## src/rtl/mem_arb_pkg.sv

```systemverilog
// Shared encodings for the unified-memory port arbiter: FSM states, grant codes, wait-counter width.
// Pure declarations; no logic, no latency.
package mem_arb_pkg;

   typedef enum logic [1:0] {
      ST_IDLE   = 2'd0,
      ST_ACCESS = 2'd1,
      ST_WAIT   = 2'd2,
      ST_DONE   = 2'd3
   } state_t;

   typedef enum logic [1:0] {
      GNT_NONE  = 2'd0,
      GNT_FETCH = 2'd1,
      GNT_DATA  = 2'd2,
      GNT_LOAD  = 2'd3
   } gnt_t;

   // Wide enough for RD_LAT-1 with RD_LAT up to 7.
   localparam int CNT_W = 3;

endpackage

```

## src/rtl/mem_arb_pick.sv

```systemverilog
// Combinational winner select: loader always wins, fetch/data broken by the rr bit.
// Zero latency, no state; the caller decides when the result is used.
module mem_arb_pick
   import mem_arb_pkg::*;
(
   input  logic f_req,
   input  logic d_req,
   input  logic l_req,
   input  logic rr,
   output gnt_t winner
);

   always_comb begin
      winner = GNT_NONE;
      if (l_req) begin
         winner = GNT_LOAD;
      end else if (f_req && d_req) begin
         winner = rr ? GNT_DATA : GNT_FETCH;
      end else if (f_req) begin
         winner = GNT_FETCH;
      end else if (d_req) begin
         winner = GNT_DATA;
      end
   end

endmodule

```

## src/rtl/mem_port_arbiter.sv

```systemverilog
// Shares one memory port between fetch, data and loader; IDLE -> ACCESS -> [WAIT x RD_LAT] -> DONE.
// Writes ack 2 cycles after the grant sample, reads 2+RD_LAT; losers simply hold req until served.
module mem_port_arbiter
   import mem_arb_pkg::*;
#(
   parameter int ADDR_W = 16,
   parameter int DATA_W = 16,
   parameter int RD_LAT = 1
)
(
   input  logic              clk,
   input  logic              Reset,
   input  logic              f_req,
   input  logic [ADDR_W-1:0] f_addr,
   output logic              f_ack,
   input  logic              d_req,
   input  logic              d_we,
   input  logic [ADDR_W-1:0] d_addr,
   input  logic [DATA_W-1:0] d_wdata,
   output logic              d_ack,
   input  logic              l_req,
   input  logic [ADDR_W-1:0] l_addr,
   input  logic [DATA_W-1:0] l_wdata,
   output logic              l_ack,
   output logic [DATA_W-1:0] rdata,
   output logic [ADDR_W-1:0] mem_addr,
   output logic [DATA_W-1:0] mem_wdata,
   output logic              mem_we,
   output logic              mem_re,
   input  logic [DATA_W-1:0] mem_rdata,
   output logic [1:0]        grant,
   output logic              busy
);

   localparam logic [CNT_W-1:0] CNT_INIT = CNT_W'(RD_LAT - 1);

   state_t            state_q;
   gnt_t              grant_q;
   gnt_t              winner_d;
   logic              rr_q;
   logic              we_q;
   logic              busy_q;
   logic [CNT_W-1:0]  cnt_q;
   logic              f_ack_q;
   logic              d_ack_q;
   logic              l_ack_q;
   logic [DATA_W-1:0] rdata_q;
   logic [ADDR_W-1:0] mem_addr_q;
   logic [DATA_W-1:0] mem_wdata_q;
   logic              mem_we_q;
   logic              mem_re_q;

   mem_arb_pick u_pick (
      .f_req  (f_req),
      .d_req  (d_req),
      .l_req  (l_req),
      .rr     (rr_q),
      .winner (winner_d)
   );

   always_ff @(posedge clk) begin
      if (Reset) begin
         state_q     <= ST_IDLE;
         grant_q     <= GNT_NONE;
         rr_q        <= 1'b0;
         we_q        <= 1'b0;
         busy_q      <= 1'b0;
         cnt_q       <= '0;
         f_ack_q     <= 1'b0;
         d_ack_q     <= 1'b0;
         l_ack_q     <= 1'b0;
         rdata_q     <= '0;
         mem_addr_q  <= '0;
         mem_wdata_q <= '0;
         mem_we_q    <= 1'b0;
         mem_re_q    <= 1'b0;
      end else begin
         // Strobes and acks are single-cycle pulses unless re-asserted below.
         f_ack_q  <= 1'b0;
         d_ack_q  <= 1'b0;
         l_ack_q  <= 1'b0;
         mem_we_q <= 1'b0;
         mem_re_q <= 1'b0;
         case (state_q)
            ST_IDLE: begin
               if (winner_d != GNT_NONE) begin
                  grant_q <= winner_d;
                  busy_q  <= 1'b1;
                  state_q <= ST_ACCESS;
                  case (winner_d)
                     GNT_LOAD: begin
                        mem_addr_q  <= l_addr;
                        mem_wdata_q <= l_wdata;
                        we_q        <= 1'b1;
                        mem_we_q    <= 1'b1;
                     end
                     GNT_FETCH: begin
                        mem_addr_q <= f_addr;
                        we_q       <= 1'b0;
                        mem_re_q   <= 1'b1;
                        rr_q       <= 1'b1;
                     end
                     GNT_DATA: begin
                        mem_addr_q  <= d_addr;
                        mem_wdata_q <= d_wdata;
                        we_q        <= d_we;
                        mem_we_q    <= d_we;
                        mem_re_q    <= ~d_we;
                        rr_q        <= 1'b0;
                     end
                     default: ;
                  endcase
               end
            end
            ST_ACCESS: begin
               if (we_q) begin
                  state_q <= ST_DONE;
                  f_ack_q <= (grant_q == GNT_FETCH);
                  d_ack_q <= (grant_q == GNT_DATA);
                  l_ack_q <= (grant_q == GNT_LOAD);
               end else begin
                  state_q <= ST_WAIT;
                  cnt_q   <= CNT_INIT;
               end
            end
            ST_WAIT: begin
               if (cnt_q == '0) begin
                  rdata_q <= mem_rdata;
                  state_q <= ST_DONE;
                  f_ack_q <= (grant_q == GNT_FETCH);
                  d_ack_q <= (grant_q == GNT_DATA);
                  l_ack_q <= (grant_q == GNT_LOAD);
               end else begin
                  cnt_q <= cnt_q - 1'b1;
               end
            end
            ST_DONE: begin
               grant_q <= GNT_NONE;
               busy_q  <= 1'b0;
               state_q <= ST_IDLE;
            end
            default: state_q <= ST_IDLE;
         endcase
      end
   end

   assign f_ack     = f_ack_q;
   assign d_ack     = d_ack_q;
   assign l_ack     = l_ack_q;
   assign rdata     = rdata_q;
   assign mem_addr  = mem_addr_q;
   assign mem_wdata = mem_wdata_q;
   assign mem_we    = mem_we_q;
   assign mem_re    = mem_re_q;
   assign grant     = grant_q;
   assign busy      = busy_q;

endmodule
```

## config.mk

```make
export PLATFORM = sky130hd
export DESIGN_NAME = mem_port_arbiter
export DESIGN_NICKNAME = d
export VERILOG_FILES = /design/src/rtl/mem_arb_pkg.sv /design/src/rtl/mem_arb_pick.sv /design/src/rtl/mem_port_arbiter.sv
export SDC_FILE = /design/constraint.sdc
export NUM_CORES = 1
export LEC_CHECK = 0
export ABC_AREA = 1
export CORE_AREA = 3 3 93 95
export DETAILED_ROUTE_END_ITERATION = 10
export DIE_AREA = 0 0 96 98
export PLACE_DENSITY = 0.9
export RECOVER_POWER = 100
export SKIP_CTS_REPAIR_TIMING = 1
export SLEW_MARGIN = 20
export SYNTH_ARGS = -nofsm -noshare
export SYNTH_HDL_FRONTEND = slang
export SYNTH_SLANG_ARGS = --single-unit
export TNS_END_PERCENT = 100
```

## constraint.sdc

```tcl
create_clock -name clk -period 2.1 [get_ports clk]
set_input_delay 0.63 -clock clk [delete_from_list [all_inputs] [get_ports clk]]
set_output_delay 0.63 -clock clk [all_outputs]
set_load 0.02 [all_outputs]
```

### Word-level counts from Yosys, hierarchy flattened

Index checks and enable logic that the tools add are counted.

| operators by class | value |
|---|---|
| bitwise logic cells | 3 |
| multiplexer cells | 31 |
| equality and inequality tests | 13 |
| reductions and logical operators | 17 |
| $add $sub $neg | 1 |

Operator list:

| cell | number |
|---|---|
| case mux 16 bit (3 select lines) | 1 |
| case mux 16 bit (2 select lines) | 1 |
| two-way mux 2 bit | 8 |
| case mux 1 bit (2 select lines) | 7 |
| == test 2 bit (second input constant) | 6 |
| AND reduction 3 bit | 4 |
| nonzero test 2 bit | 5 |
| two-way mux 1 bit | 8 |
| inequality test 2 bit (second input constant) | 4 |
| case mux 2 bit (4 select lines) | 1 |
| == test 2 x 1 -> 1 bit (second input constant) | 3 |
| two-way mux 3 bit | 2 |
| case mux 3 bit (2 select lines) | 1 |
| AND reduction 2 bit | 3 |
| case mux 2 bit (2 select lines) | 1 |
| logical NOT 3 bit | 1 |
| inverter 1 bit | 3 |
| case mux 1 bit (3 select lines) | 1 |
| nonzero test 3 bit | 1 |
| OR reduction 3 bit | 1 |
| subtractor 3 x 1 -> 3 bit (second input constant) | 1 |
| logical NOT 2 bit | 1 |
| logical AND 1 bit | 1 |

| storage, ports and cells | value |
|---|---|
| input port bits | 102 |
| flip-flop bits (word level) | 63 |
| logic and storage cells | 79 |
| output and inout bits | 56 |

### Logic depth before layout (Yosys ltp)

| logic depth | value |
|---|---|
| depth after elaboration | 7 |
| mapped depth | 11 |
| gate-level depth less buffers | 10 |

### Cells and area by module

Synthesis repeated with hierarchy kept, for this count alone.

| unflattened totals | value |
|---|---|
| cells, all modules | 436 |
| area total of the unflattened synthesis | 3,151.8 um^2 |

By module, submodules not included:

| module | instances | sequential area each (um^2) | area an instance (um^2) | cells an instance |
|---|---|---|---|---|
| mem_port_arbiter | 1 | 1,261.2 | 3,120.5 | 428 |
| mem_arb_pick | 1 | 0.0 | 31.3 | 8 |

### Worst setup path after synthesis

OpenSTA, ideal clock, no wires.

| timing | value |
|---|---|
| kind | input port to flip-flop |
| start | input port d_req |
| end | register mem_addr_q[6], in the netlist mem_addr[6] |
| setup slack | 227 ps |
| required time | 2,030 ps |
| stages on the path | 10 |
| data arrival time | 1,803 ps |
| path buffers | 2 |
| setup time | 70 ps |
| cell sequence | nand2_1 > nand2_1 > nand2_1 > inv_1 > ha_1 > buf_2 > inv_2 > buf_2 > nand2_1 > a21oi_1 |

| on the way | value |
|---|---|
| longest elaborated chain between the ends | 7 |
| elaborated cells on any way between the ends | 12 |
| classes of those cells | 3 x eq/ne; 5 x mux; 4 x reduce/logical |

RTL lines:

| element | line | text |
|---|---|---|
| from (decl) | mem_port_arbiter.sv:16 | `input logic d_req,` |
| two-way mux 2 bit | mem_arb_pick.sv:21 | `end else if (d_req) begin` |
| two-way mux 2 bit | mem_arb_pick.sv:19 | `end else if (f_req) begin` |
| two-way mux 2 bit * | mem_arb_pick.sv:17 | `end else if (f_req && d_req) begin` |
| two-way mux 2 bit * | mem_arb_pick.sv:15 | `if (l_req) begin` |
| == test 2 bit / == test 2 x 1 -> 1 bit (equally long branches) | mem_port_arbiter.sv:90 | `case (winner_d)` |
| nonzero test 3 bit (no line) | - |  |
| AND reduction 3 bit (no line) | - |  |
| to (signal assigned) | mem_port_arbiter.sv:92 | `mem_addr_q <= l_addr;` |
| to (signal assigned) | mem_port_arbiter.sv:98 | `mem_addr_q <= f_addr;` |
| to (signal assigned) | mem_port_arbiter.sv:104 | `mem_addr_q <= d_addr;` |
| to (decl) | mem_port_arbiter.sv:48 | `logic [ADDR_W-1:0] mem_addr_q;` |

Mark *: on every way between the ends. The rest lies on a longest branch, timed or not.
A chain may end at the register's enable or synchronous reset.

### Worst setup path in the final report

| timing | value |
|---|---|
| start | input port f_req |
| end | register mem_wdata_q[7], in the netlist mem_wdata[7] |

| on the way | value |
|---|---|
| longest elaborated chain between the ends | 6 |
| elaborated cells on any way between the ends | 10 |
| classes of those cells | 2 x eq/ne; 4 x mux; 4 x reduce/logical |

RTL lines:

| element | line | text |
|---|---|---|
| from (decl) | mem_port_arbiter.sv:13 | `input logic f_req,` |
| two-way mux 2 bit / logical AND 1 bit (equally long branches) | mem_arb_pick.sv:19, mem_arb_pick.sv:17 |  |
| two-way mux 2 bit * | mem_arb_pick.sv:17 |  |
| two-way mux 2 bit * | mem_arb_pick.sv:15 |  |
| == test 2 bit | mem_port_arbiter.sv:90 |  |
| nonzero test 2 bit (no line) | - |  |
| AND reduction 3 bit (no line) | - |  |
| to (signal assigned) | mem_port_arbiter.sv:93 | `mem_wdata_q <= l_wdata;` |
| to (signal assigned) | mem_port_arbiter.sv:105 | `mem_wdata_q <= d_wdata;` |
| to (decl) | mem_port_arbiter.sv:49 | `logic [DATA_W-1:0] mem_wdata_q;` |

Marks and branches as above.

==> run metrics <==
critical path type=primary input to flip-flop; Overall Global Routing Usage=20.2%; Total Routed Length=slightly below 10000 um; vias after detailed routing=3623; sequential fraction of the synthesis area=39.9%; Routed Antenna Nets=0; vertical die dimension=98 um; IO Pins=158; placed instance count=740; worst hold-check slack=0.465 ns; Maximum Capacitance Violations=0; first-pass iteration count of the detailed router=4; data arrival time of the critical path=2.29 ns; combinational cell fraction of total power=53.5%; number of setup violations in the final report=0; wl on met1=approximately 3700 um; startpoint types=primary input; fraction of final layout cells sized beyond drive strength 1=8.54%; transition time at the pin with the least slew margin=0.474 ns; TritonCTS clock tree=yes; cell repeated most along the worst path=sky130_fd_sc_hd__nand2_1; most frequent cells in the layout=sky130_fd_sc_hd__clkdlybuf4s50_1 (156), sky130_fd_sc_hd__nand2_1 (137), sky130_fd_sc_hd__nor2_1 (86); leakage=2.36 nW; clock latency reported for the late side of the worst-skew pair=0.34 ns; routed via count divided by cell count=between 4 and 5; global-route wire length before repair=15200 um; total clock buffers created by CTS=9; Slew headroom=68.4%; clock tree buffer depth=2; internal portion of total power=3.68 mW; proportion of power drawn by the clock network=15.7%; pin count of the biggest net entering global routing=56; register share of total power=30.8%; die span in x=96 um; residual DRC count=0; peak ir drop on the vdd network=around 0.60 mV; Fmax=0.487 GHz; vias in the first global route=3530; number of synthesized register bits=between 60 and 70; result of the run=finished clean; Final Critical Period=2.06 ns; post-synthesis instance area=between 3000 and 4000 um^2; clock transition at the registers of the reported paths=0.07 ns; utilization after layout=roughly 67%; placeable core region=7810 um^2; most common cell after layout, fill and taps aside=sky130_fd_sc_hd__clkdlybuf4s50_1; non-filler cells in the finished layout=758; number of violations reported at the end of detailed-routing iteration 0=103; NetSw=2.48 mW; Synth Area per Inst=6.55 um^2; number of antenna violations at the first check in global routing=0; worst stage delay on the critical path=approximately 0.48 ns; remaining global-route overflow=0; number of unique standard cell types used by synthesis=22; number of standard-cell rows in the floorplan=32; Final period util=97.9%; floorplan die area=9410 um^2; effective utilization at floorplan=40.5%; Worst Clk Skew=0.00755 ns; Sw Share=about two fifths; setup TNS=0 ns; Min-Delay Path Class=flip-flop to flip-flop; number of levels in the clock H-tree=3; syn nets=597; amount of wire on met3 after detailed routing=817 um; final hold vios=0; antenna fix cells=0; required time at the endpoint of the critical path=2.34 ns; RD Place Congestion=~0.76; clk sink count=63; master of the slowest instance on the critical path=sky130_fd_sc_hd__clkdlybuf4s50_1; detailed placer's ending HPWL=7140 um; cells traversed along the worst timing path=clkdlybuf4s50_1 > inv_1 > nand2_1 > nand3_2 > buf_6 > ha_2 > o21ai_4 > clkbuf_16 > nand2_1 > nand2_1 > nor2_1; max-slew violation count=0; wire per inst=roughly 13 um; post-synthesis to final-layout area growth=65.4%; synthesis warning total=0; Final Instance Area=5240 um^2; number of cells produced by synthesis=just under 500; detailed route wirelength on metal2=4980 um; top routing layer in use=met4; power density relative to cell area=1180 nW/um^2; number of buffer cells added on primary ports=157; endpoint type of the worst setup path=flip-flop; number of nets in the finished design=between 700 and 800; placed instance area=4920 um^2; crit path max fanout=16; Root Driver=sky130_fd_sc_hd__clkbuf_8
[path summary, 6_finish.rpt]
check / startpoint / end / slack, ns / cells after the start
worst max register to register: rr_q / mem_wdata[7] / 0.48 / 10
worst min-delay path: grant[0] / d_ack / 0.47 / 1
worst min register to register: grant[0] / d_ack / 0.47 / 1
worst max-delay path: f_req / mem_wdata[7] / 0.04 / 11
[metrics by stage]
step / total power [mW] / setup slack, ns
global route: 6.61 / -0.00786
finish: 6.16 / 0.0449
detailed placement: 5.06 / -0.317
floorplan: 3.68 / 0.227
global placement: 4.93 / -0.204
CTS: 6.06 / 0.0517
[final cells by class]
| class | instances | area [um^2] |
|---|---|---|
| Fill cell | 662 | 2570 |
| Clock inverter | 3 | 17.5 |
| Multi-Input combinational cell | 341 | 1590 |
| Timing Repair Buffer | 182 | 1860 |
| Clock buffer | 12 | 165 |
| Sequential cell | 63 | 1260 |
| Tap cell | 102 | 128 |
| Inverter | 55 | 209 |
[cells in the mapped netlist (all sizes together)]
library cell / instances / area, um^2
nand2: 138 / 518
nor2: 88 / 347
dfxtp: 63 / 1260
inv: 55 / 206
o21ai: 52 / 272
a21oi: 38 / 190
buf: 18 / 121
ha: 12 / 150
nand3: 7 / 35.0
clkbuf: 6 / 23.8
nor3: 3 / 20.0
and3: 1 / 6.26
o21bai: 1 / 7.51
or2: 1 / 6.26
[kinds of logic (layout without fill, tap and decap cells)]
logic type      Yosys count  after routing  share of synthesized area, %
fa+ha+maj                12             12                          4.74
compound gates           91             91                          14.8
buf+inv                  79            252                          11.1
flops                    63             63                          39.9
simple gates            238            238                          29.5
[layer usage]
layer | track usage [%] | vias up
li1 | - | 1826
met1 | 20.5 | 1637
met2 | 36.3 | 140
met3 | 7.40 | 20
met4 | 8.53 | 0
met5 | 0 | -
[flip-flops by register name, summed over array words and instances, names as in the netlist, 2 cells and up]
name	flops
mem_addr	16
grant	2
rdata	16
state_q	2
mem_wdata	16
cnt_q	3
[power groups by stage]
stage	Combinational, mW	Sequential, mW	Clock [mW]
2_1_floorplan	1.31	2.36	0
3_3_place_gp	3.05	1.89	0
3_5_place_dp	3.15	1.91	0
4_1_cts	3.16	1.90	0.996
5_1_grt	3.62	1.95	1.05
6_report	3.29	1.90	0.968
[worst max-delay path: cells and delay by family]
| kind | cells | cell delay, ns |
|---|---|---|
| simple gates | 5 | 0.31 |
| compound gates | 1 | 0.26 |
| buf+inv | 4 | 0.90 |
| fa+ha+maj | 1 | 0.19 |
(Power assumes the default switching activity.)
